## src/rtl/shift_sequencer_pkg.sv

```systemverilog
// rtl/shift_sequencer_pkg.sv - opcodes, FSM encoding and defaults for the shift sequencer
//
// Purpose : shared definitions for the issue-side client of the two-edge
//           synchronous shifter in the execute stage.
// Contents: SHIFT_* 2-bit opcode constants, sequencer state encoding,
//           default tag width, opcode helper functions.
package shift_sequencer_pkg;

   localparam int TAG_WIDTH_DEFAULT = 4;

   localparam logic [1:0] SHIFT_SLL     = 2'b00;
   localparam logic [1:0] SHIFT_SRL     = 2'b01;
   localparam logic [1:0] SHIFT_SRA     = 2'b10;
   localparam logic [1:0] SHIFT_ILLEGAL = 2'b11;

   // IDLE  : waiting for a request
   // EDGE1 : operands on the shifter, next edge is its intermediate capture
   // EDGE2 : shifter result valid, capture into the response slot if free
   // STALL : result ready but response slot occupied; operands held
   typedef enum logic [1:0] {
      ST_IDLE  = 2'b00,
      ST_EDGE1 = 2'b01,
      ST_EDGE2 = 2'b10,
      ST_STALL = 2'b11
   } seq_state_t;

   function automatic logic is_illegal(input logic [1:0] op);
      return (op == SHIFT_ILLEGAL);
   endfunction

   // The shifter has no defined behaviour for 11, so an illegal request
   // runs through it as a harmless SLL whose result is then discarded.
   function automatic logic [1:0] shifter_op(input logic [1:0] op);
      return is_illegal(op) ? SHIFT_SLL : op;
   endfunction

endpackage

```

## src/rtl/shift_sequencer_if.sv

```systemverilog
// rtl/shift_sequencer_if.sv - request/response handshake bundle of the shift sequencer
//
// Purpose : groups the CPU-side request channel and response channel.
// Signals : reqValid/reqReady/reqOperation/reqLeft/reqAmount/reqTag  request channel
//           respValid/respReady/respResult/respError/respTag          response channel
// Modports: master - CPU pipeline side (issues requests, consumes responses)
//           slave  - sequencer side
interface shift_sequencer_if
   import shift_sequencer_pkg::*;
#(
   parameter int TAG_WIDTH = TAG_WIDTH_DEFAULT
);

   logic                 reqValid;
   logic                 reqReady;
   logic [1:0]           reqOperation;
   logic [31:0]          reqLeft;
   logic [4:0]           reqAmount;
   logic [TAG_WIDTH-1:0] reqTag;

   logic                 respValid;
   logic                 respReady;
   logic [31:0]          respResult;
   logic                 respError;
   logic [TAG_WIDTH-1:0] respTag;

   modport master (
      output reqValid, reqOperation, reqLeft, reqAmount, reqTag, respReady,
      input  reqReady, respValid, respResult, respError, respTag
   );

   modport slave (
      input  reqValid, reqOperation, reqLeft, reqAmount, reqTag, respReady,
      output reqReady, respValid, respResult, respError, respTag
   );

endinterface

```

## src/rtl/shift_sequencer.sv

```systemverilog
// rtl/shift_sequencer.sv - holds shift requests across the shifter's two edges and returns results
//
// Purpose : accepts shift requests, keeps operation/operands stable on the
//           shifter inputs for both required edges, samples the shifter
//           result at the second edge into a one-entry response slot.
// Ports   : clock           system clock, rising edge
//           resetN          asynchronous active-low reset
//           bus             shift_sequencer_if.slave request/response channels
//           shOperation     to shifter operation (00 for illegal requests)
//           shLeftOperand   to shifter left operand
//           shRightOperand  to shifter shift amount
//           shResult        from shifter, valid in the cycle after its first edge
module shift_sequencer
   import shift_sequencer_pkg::*;
#(
   parameter int TAG_WIDTH = TAG_WIDTH_DEFAULT
)
(
   input  logic                    clock,
   input  logic                    resetN,
   shift_sequencer_if.slave        bus,
   output logic [1:0]              shOperation,
   output logic [31:0]             shLeftOperand,
   output logic [4:0]              shRightOperand,
   input  logic [31:0]             shResult
);

   seq_state_t           state;
   seq_state_t           state_next;

   // Low while in reset and until the first edge after release, so reqReady
   // stays deasserted throughout reset.
   logic                 alive;

   logic                 hold_illegal;
   logic [TAG_WIDTH-1:0] hold_tag;

   logic                 slot_free;
   logic                 capture;
   logic                 accept;
   logic                 consume;

   // The slot counts as free when it is empty or being drained this edge,
   // which lets capture and consume coincide without a bubble.
   assign slot_free = !bus.respValid || bus.respReady;
   assign consume   = bus.respValid && bus.respReady;
   assign accept    = bus.reqValid && bus.reqReady;

   always_comb begin
      state_next   = state;
      bus.reqReady = 1'b0;
      capture      = 1'b0;
      case (state)
         ST_IDLE: begin
            bus.reqReady = alive;
            if (bus.reqValid && alive) begin
               state_next = ST_EDGE1;
            end
         end
         ST_EDGE1: begin
            state_next = ST_EDGE2;
         end
         ST_EDGE2: begin
            if (slot_free) begin
               capture      = 1'b1;
               bus.reqReady = 1'b1;
               state_next   = bus.reqValid ? ST_EDGE1 : ST_IDLE;
            end else begin
               state_next = ST_STALL;
            end
         end
         ST_STALL: begin
            // Operands are still held, so the shifter keeps re-producing the
            // same result and it can be captured whenever the slot frees.
            if (slot_free) begin
               capture    = 1'b1;
               state_next = ST_IDLE;
            end
         end
         default: begin
            state_next = ST_IDLE;
         end
      endcase
   end

   always_ff @(posedge clock or negedge resetN) begin
      if (!resetN) begin
         state          <= ST_IDLE;
         alive          <= 1'b0;
         shOperation    <= SHIFT_SLL;
         shLeftOperand  <= '0;
         shRightOperand <= '0;
         hold_illegal   <= 1'b0;
         hold_tag       <= '0;
         bus.respValid  <= 1'b0;
         bus.respResult <= '0;
         bus.respError  <= 1'b0;
         bus.respTag    <= '0;
      end else begin
         state <= state_next;
         alive <= 1'b1;

         // Shifter inputs move only on an accept; at every other edge the
         // previous operands stay put.
         if (accept) begin
            shOperation    <= shifter_op(bus.reqOperation);
            shLeftOperand  <= bus.reqLeft;
            shRightOperand <= bus.reqAmount;
            hold_illegal   <= is_illegal(bus.reqOperation);
            hold_tag       <= bus.reqTag;
         end

         // Response fields change only on capture, keeping them stable while
         // a response waits for respReady.
         if (capture) begin
            bus.respValid  <= 1'b1;
            bus.respResult <= hold_illegal ? 32'd0 : shResult;
            bus.respError  <= hold_illegal;
            bus.respTag    <= hold_tag;
         end else if (consume) begin
            bus.respValid <= 1'b0;
         end
      end
   end

endmodule

```

## src/flat_wrapper.sv

```systemverilog
// flat-port wrapper written by rule: the top's interface ports become plain ports
module shift_sequencer_flat import shift_sequencer_pkg::*;
#(
   parameter int TAG_WIDTH = TAG_WIDTH_DEFAULT
)
  (clock, resetN, shOperation, shLeftOperand, shRightOperand, shResult, bus_reqValid, bus_reqOperation, bus_reqLeft, bus_reqAmount, bus_reqTag, bus_respReady, bus_reqReady, bus_respValid, bus_respResult, bus_respError, bus_respTag);
  shift_sequencer_if #(.TAG_WIDTH(TAG_WIDTH)) bus_i ();
  input  logic clock;
  input  logic resetN;
  output logic [1:0] shOperation;
  output logic [31:0] shLeftOperand;
  output logic [4:0] shRightOperand;
  input  logic [31:0] shResult;
  input wire logic [$bits(bus_i.reqValid)-1:0] bus_reqValid;
  input wire logic [$bits(bus_i.reqOperation)-1:0] bus_reqOperation;
  input wire logic [$bits(bus_i.reqLeft)-1:0] bus_reqLeft;
  input wire logic [$bits(bus_i.reqAmount)-1:0] bus_reqAmount;
  input wire logic [$bits(bus_i.reqTag)-1:0] bus_reqTag;
  input wire logic [$bits(bus_i.respReady)-1:0] bus_respReady;
  output wire logic [$bits(bus_i.reqReady)-1:0] bus_reqReady;
  output wire logic [$bits(bus_i.respValid)-1:0] bus_respValid;
  output wire logic [$bits(bus_i.respResult)-1:0] bus_respResult;
  output wire logic [$bits(bus_i.respError)-1:0] bus_respError;
  output wire logic [$bits(bus_i.respTag)-1:0] bus_respTag;
  assign bus_i.reqValid = bus_reqValid;
  assign bus_i.reqOperation = bus_reqOperation;
  assign bus_i.reqLeft = bus_reqLeft;
  assign bus_i.reqAmount = bus_reqAmount;
  assign bus_i.reqTag = bus_reqTag;
  assign bus_i.respReady = bus_respReady;
  assign bus_reqReady = bus_i.reqReady;
  assign bus_respValid = bus_i.respValid;
  assign bus_respResult = bus_i.respResult;
  assign bus_respError = bus_i.respError;
  assign bus_respTag = bus_i.respTag;
  shift_sequencer #(.TAG_WIDTH(TAG_WIDTH)) u_core (.clock(clock), .resetN(resetN), .bus(bus_i), .shOperation(shOperation), .shLeftOperand(shLeftOperand), .shRightOperand(shRightOperand), .shResult(shResult));
endmodule
```

## config.mk

```make
export PLATFORM = sky130hd
export DESIGN_NAME = shift_sequencer_flat
export DESIGN_NICKNAME = d
export VERILOG_FILES = /design/src/rtl/shift_sequencer_pkg.sv /design/src/rtl/shift_sequencer_if.sv /design/src/rtl/shift_sequencer.sv /design/src/flat_wrapper.sv
export SDC_FILE = /design/constraint.sdc
export NUM_CORES = 1
export LEC_CHECK = 0
export CAP_MARGIN = 20
export CORE_MARGIN = 1.5
export CORE_UTILIZATION = 41
export CTS_CLUSTER_SIZE = 12
export DETAILED_ROUTE_END_ITERATION = 8
export GPL_ROUTABILITY_DRIVEN = 1
export GPL_TIMING_DRIVEN = 0
export PLACE_DENSITY = 0.87
export SYNTH_ARGS = -nofsm -noshare
export SYNTH_HDL_FRONTEND = slang
export SYNTH_SLANG_ARGS = --single-unit
```

## constraint.sdc

```tcl
create_clock -name clock -period 2.1 [get_ports clock]
set_clock_uncertainty 0.15 [all_clocks]
set_input_delay 0.315 -clock clock [delete_from_list [all_inputs] [get_ports clock]]
set_output_delay 0.315 -clock clock [all_outputs]
set_load 0.02 [all_outputs]
```

==> Implementation_results.wiki <==
{| class="wikitable"
! Metric !! Value
|-
| Run status || completed
|-
| Net count, final || 475
|-
| Most common cell after layout, fill and taps aside || sky130_fd_sc_hd__clkdlybuf4s50_1
|-
| Reg-to-reg startpoint || u_core.state[1]$_DFFE_PN0P_
|-
| Critical Path Start || bus_respReady
|-
| Number of DRC markers after the initial detailed-route iteration || 23
|-
| Slew at the pin with the worst max-slew slack || 0.577 ns
|-
| Clock Sink Count || 85
|-
| Highest-count cells in the layout ignoring fill and taps || 154 x sky130_fd_sc_hd__clkdlybuf4s50_1, 85 x sky130_fd_sc_hd__dfrtp_1, 75 x sky130_fd_sc_hd__mux2_2
|-
| Via count of the first global-routing pass || ~2500
|-
| Post-Synthesis Cells || about 230
|-
| Die area || 8910 um^2
|-
| Critical setup path kind || input port to output pin
|-
| Number of pins with negative max-slew slack in the final report || 0
|-
| Total power density per cell area || around 1500 nW/um^2
|-
| Sum of internal, switching and leakage power || 8260 uW
|-
| Clock network latency to the later pin of the worst-skew pair || 0.34 ns
|-
| PortBufs || 156
|-
| Remaining routing DRC violations || 0
|-
| Fraction of layout cells with a size suffix above 1 || 24.9%
|-
| Worst relative slew slack || between 60 and 70%
|-
| Proportion of synthesized chip area in sequential cells || roughly 62%
|-
| # Max-Cap Violations || 0
|-
| Number of antenna violations at the first check in global routing || 0
|-
| Worst Setup Slack post-DPL || -0.556 ns
|-
| Relative area change from synthesis to final layout || 56.5%
|-
| Starting density of the core || ~42%
|-
| Total negative slack || 0 ns
|-
| Root Buffer Master || sky130_fd_sc_hd__clkbuf_8
|-
| Kind of start point of the critical path || input port
|-
| Fmax || between 500 and 600 MHz
|-
| Flip-flop and latch count after synthesis || 85
|-
| Setup ws final || ~0.13 ns
|-
| CP arrival || ~1.5 ns
|-
| Diode insertion count for antenna repair || 0
|-
| Total number of H-tree levels || 3
|-
| Data required time at the worst endpoint || approximately 1.6 ns
|-
| Via-to-Cell Ratio || approximately 4.7
|-
| Core region area || 8130 um^2
|-
| RSZ-0062 raised after global routing || false
|-
| Netlist Area Pre-Place || about 3400 um^2
|-
| Number of cells on the worst reg-to-reg path || 5
|-
| Half-perimeter wire length after detailed placement || 5.74 mm
|-
| Overall die height || between 90 and 100 um
|-
| Residual overflow from global routing || 0
|-
| Leak || approximately 0.0022 uW
|-
| Remaining antenna violation count after routing || 0
|-
| CTS tree || yes
|-
| Destination of the worst register-to-register timing path || u_core.shLeftOperand[0]$_DFFE_PN0P_
|-
| Hold WC Path Type || input port to async pin
|-
| Crit path to || bus_reqReady
|-
| Final estimated routing congestion in global placement || 0.698
|-
| Endpoint kind of the worst setup timing path || output pin
|-
| Average cell area after synthesis || ~15 um^2
|-
| Final hold violation count || 0
|-
| Yosys warning total || 0
|-
| Drt pass-1 iters || 3
|-
| R2R Setup Slk || around 0.24 ns
|-
| Wire length of the first global-routing pass || roughly 12 mm
|-
| Die outline width || around 94 um
|-
| Net count after synthesis || 305
|-
| Drt wl/cell || between 15 and 20 um
|-
| Reg clk slew, reported paths || roughly 0.09 ns
|-
| Clock buffers created by TritonCTS || 9
|-
| Maximum buffer depth of the clock tree || 2
|-
| Number of primary I/O pins || 157
|-
| Maximum number of pins on one net before global-route repair || 49
|-
| Largest vdd supply drop || 0.000740 V
|-
| Overall global routing resource usage || 17.6%
|-
| Cell Rows || 33
|-
| Total Routed Length || 7.60 mm
|-
| Tmin final || about 2.0 ns
|-
| Count of different cell masters after synthesis || 17
|-
| Crit Path Max Fanout || 19
|-
| Total number of vias || roughly 2400
|-
| Share of the clock period used by the worst path after layout || 93.7%
|-
| Setup Viol. Count Final || 0
|-
| Worst hold margin || 0.340 ns
|}
-- metal layers --
metal / wire length [um] / global-route usage (%) / part of all wire [%] / vias up
li1: - / - / - / 1107
met1: 3080 / 21.6 / 40 / 1170
met2: 3820 / 29.6 / 50 / 88
met3: 607 / 5.07 / 8.0 / 10
met4: 96 / 5.97 / 1.3 / 0
met5: 0 / 0 / 0 / -
-- through the flow --
step                      cell area [um^2]  cells  utilization [%]
after floorplan                       3420    226                -
after global placement                5120    487             62.9
after detailed placement              5140    488             63.2
after CTS                             5360    506             65.9
after global routing                  5360    506             65.9
final                                 5360    506             65.9
-- worst max-delay path, cell delays in order --
cell	delay, ns
sky130_fd_sc_hd__clkdlybuf4s50_1	0.46
sky130_fd_sc_hd__nand2b_1	0.12
sky130_fd_sc_hd__nand2_1	0.10
sky130_fd_sc_hd__buf_6	0.19
sky130_fd_sc_hd__a21oi_1	0.13
sky130_fd_sc_hd__buf_2	0.18
-- worst min-delay path by stage --
stage	cells past startpoint	from	endpoint	slack [ns]
floorplan	0	resetN	u_core.alive$_DFF_PN0_	-0.13
global placement	1	u_core.shLeftOperand[28]$_DFFE_PN0P_	u_core.shLeftOperand[28]$_DFFE_PN0P_	0.32
detailed placement	1	resetN	u_core.shRightOperand[1]$_DFFE_PN0P_	0.17
CTS	2	resetN	u_core.shLeftOperand[7]$_DFFE_PN0P_	0.34
global route	1	u_core.shLeftOperand[28]$_DFFE_PN0P_	u_core.shLeftOperand[28]$_DFFE_PN0P_	0.35
finish	2	resetN	u_core.shRightOperand[1]$_DFFE_PN0P_	0.34
-- layout make-up --
class                           instances  area [um^2]
Fill cell                             630         2780
Multi-Input combinational cell        128         1210
Sequential cell                        85         2130
Clock buffer                           13          149
Buffer                                 10         75.1
Inverter                                2         7.51
Tap cell                              105          131
Clock inverter                          3         45.0
Timing Repair Buffer                  160         1610
-- cell usage after synthesis --
cell type	instances	area [um^2]
sky130_fd_sc_hd__nor2b_1	34	213
sky130_fd_sc_hd__nor2_1	2	7.51
sky130_fd_sc_hd__clkbuf_1	5	18.8
sky130_fd_sc_hd__mux2_2	75	845
sky130_fd_sc_hd__conb_1	1	3.75
sky130_fd_sc_hd__o21a_1	1	7.51
sky130_fd_sc_hd__nand2b_1	3	18.8
sky130_fd_sc_hd__inv_1	2	7.51
sky130_fd_sc_hd__nor4b_4	1	23.8
sky130_fd_sc_hd__buf_6	4	45.0
sky130_fd_sc_hd__buf_2	2	10.0
sky130_fd_sc_hd__mux2_1	5	56.3
sky130_fd_sc_hd__and3b_4	1	12.5
sky130_fd_sc_hd__nand2_1	2	7.51
sky130_fd_sc_hd__dfrtp_1	85	2130
sky130_fd_sc_hd__mux2i_1	1	10.0
sky130_fd_sc_hd__a21oi_1	2	10.0
-- state kept, by name (all words and copies together) (netlist names) --
signal                 count
u_core.state               2
u_core.bus.respError       1
u_core.alive               1
u_core.shLeftOperand      32
u_core.hold_tag            4
u_core.bus.respValid       1
u_core.bus.respTag         4
u_core.shOperation         2
u_core.hold_illegal        1
u_core.shRightOperand      5
u_core.bus.respResult     32
-- power breakdown --
part | total [uW] | switching, uW | internal (uW)
registers | 2870 | 427 | 2440
clock network | 1130 | 548 | 585
logic | 4260 | 1930 | 2330
-- logic make-up (layout without fill, tap and decap cells) --
| kind of cell | after synthesis | count (layout) | share of synthesized area [%] |
|---|---|---|---|
| buffers and inverters | 13 | 188 | 2.38 |
| AOI/OAI and AO/OA | 3 | 3 | 0.512 |
| muxes | 81 | 81 | 26.6 |
| and+or+nand+nor | 43 | 43 | 8.26 |
| DFF | 85 | 85 | 62.1 |
| other | 1 | 1 | 0.110 |
-- timing repair --
item                       CTS  global route
hold buffers                 1             0
hold endpoints to repair    37             0
setup endpoints to repair   40             1
pin swaps                    1             0
setup buffers                2             0
resized for setup            5             1
(Power assumes the default switching activity.)
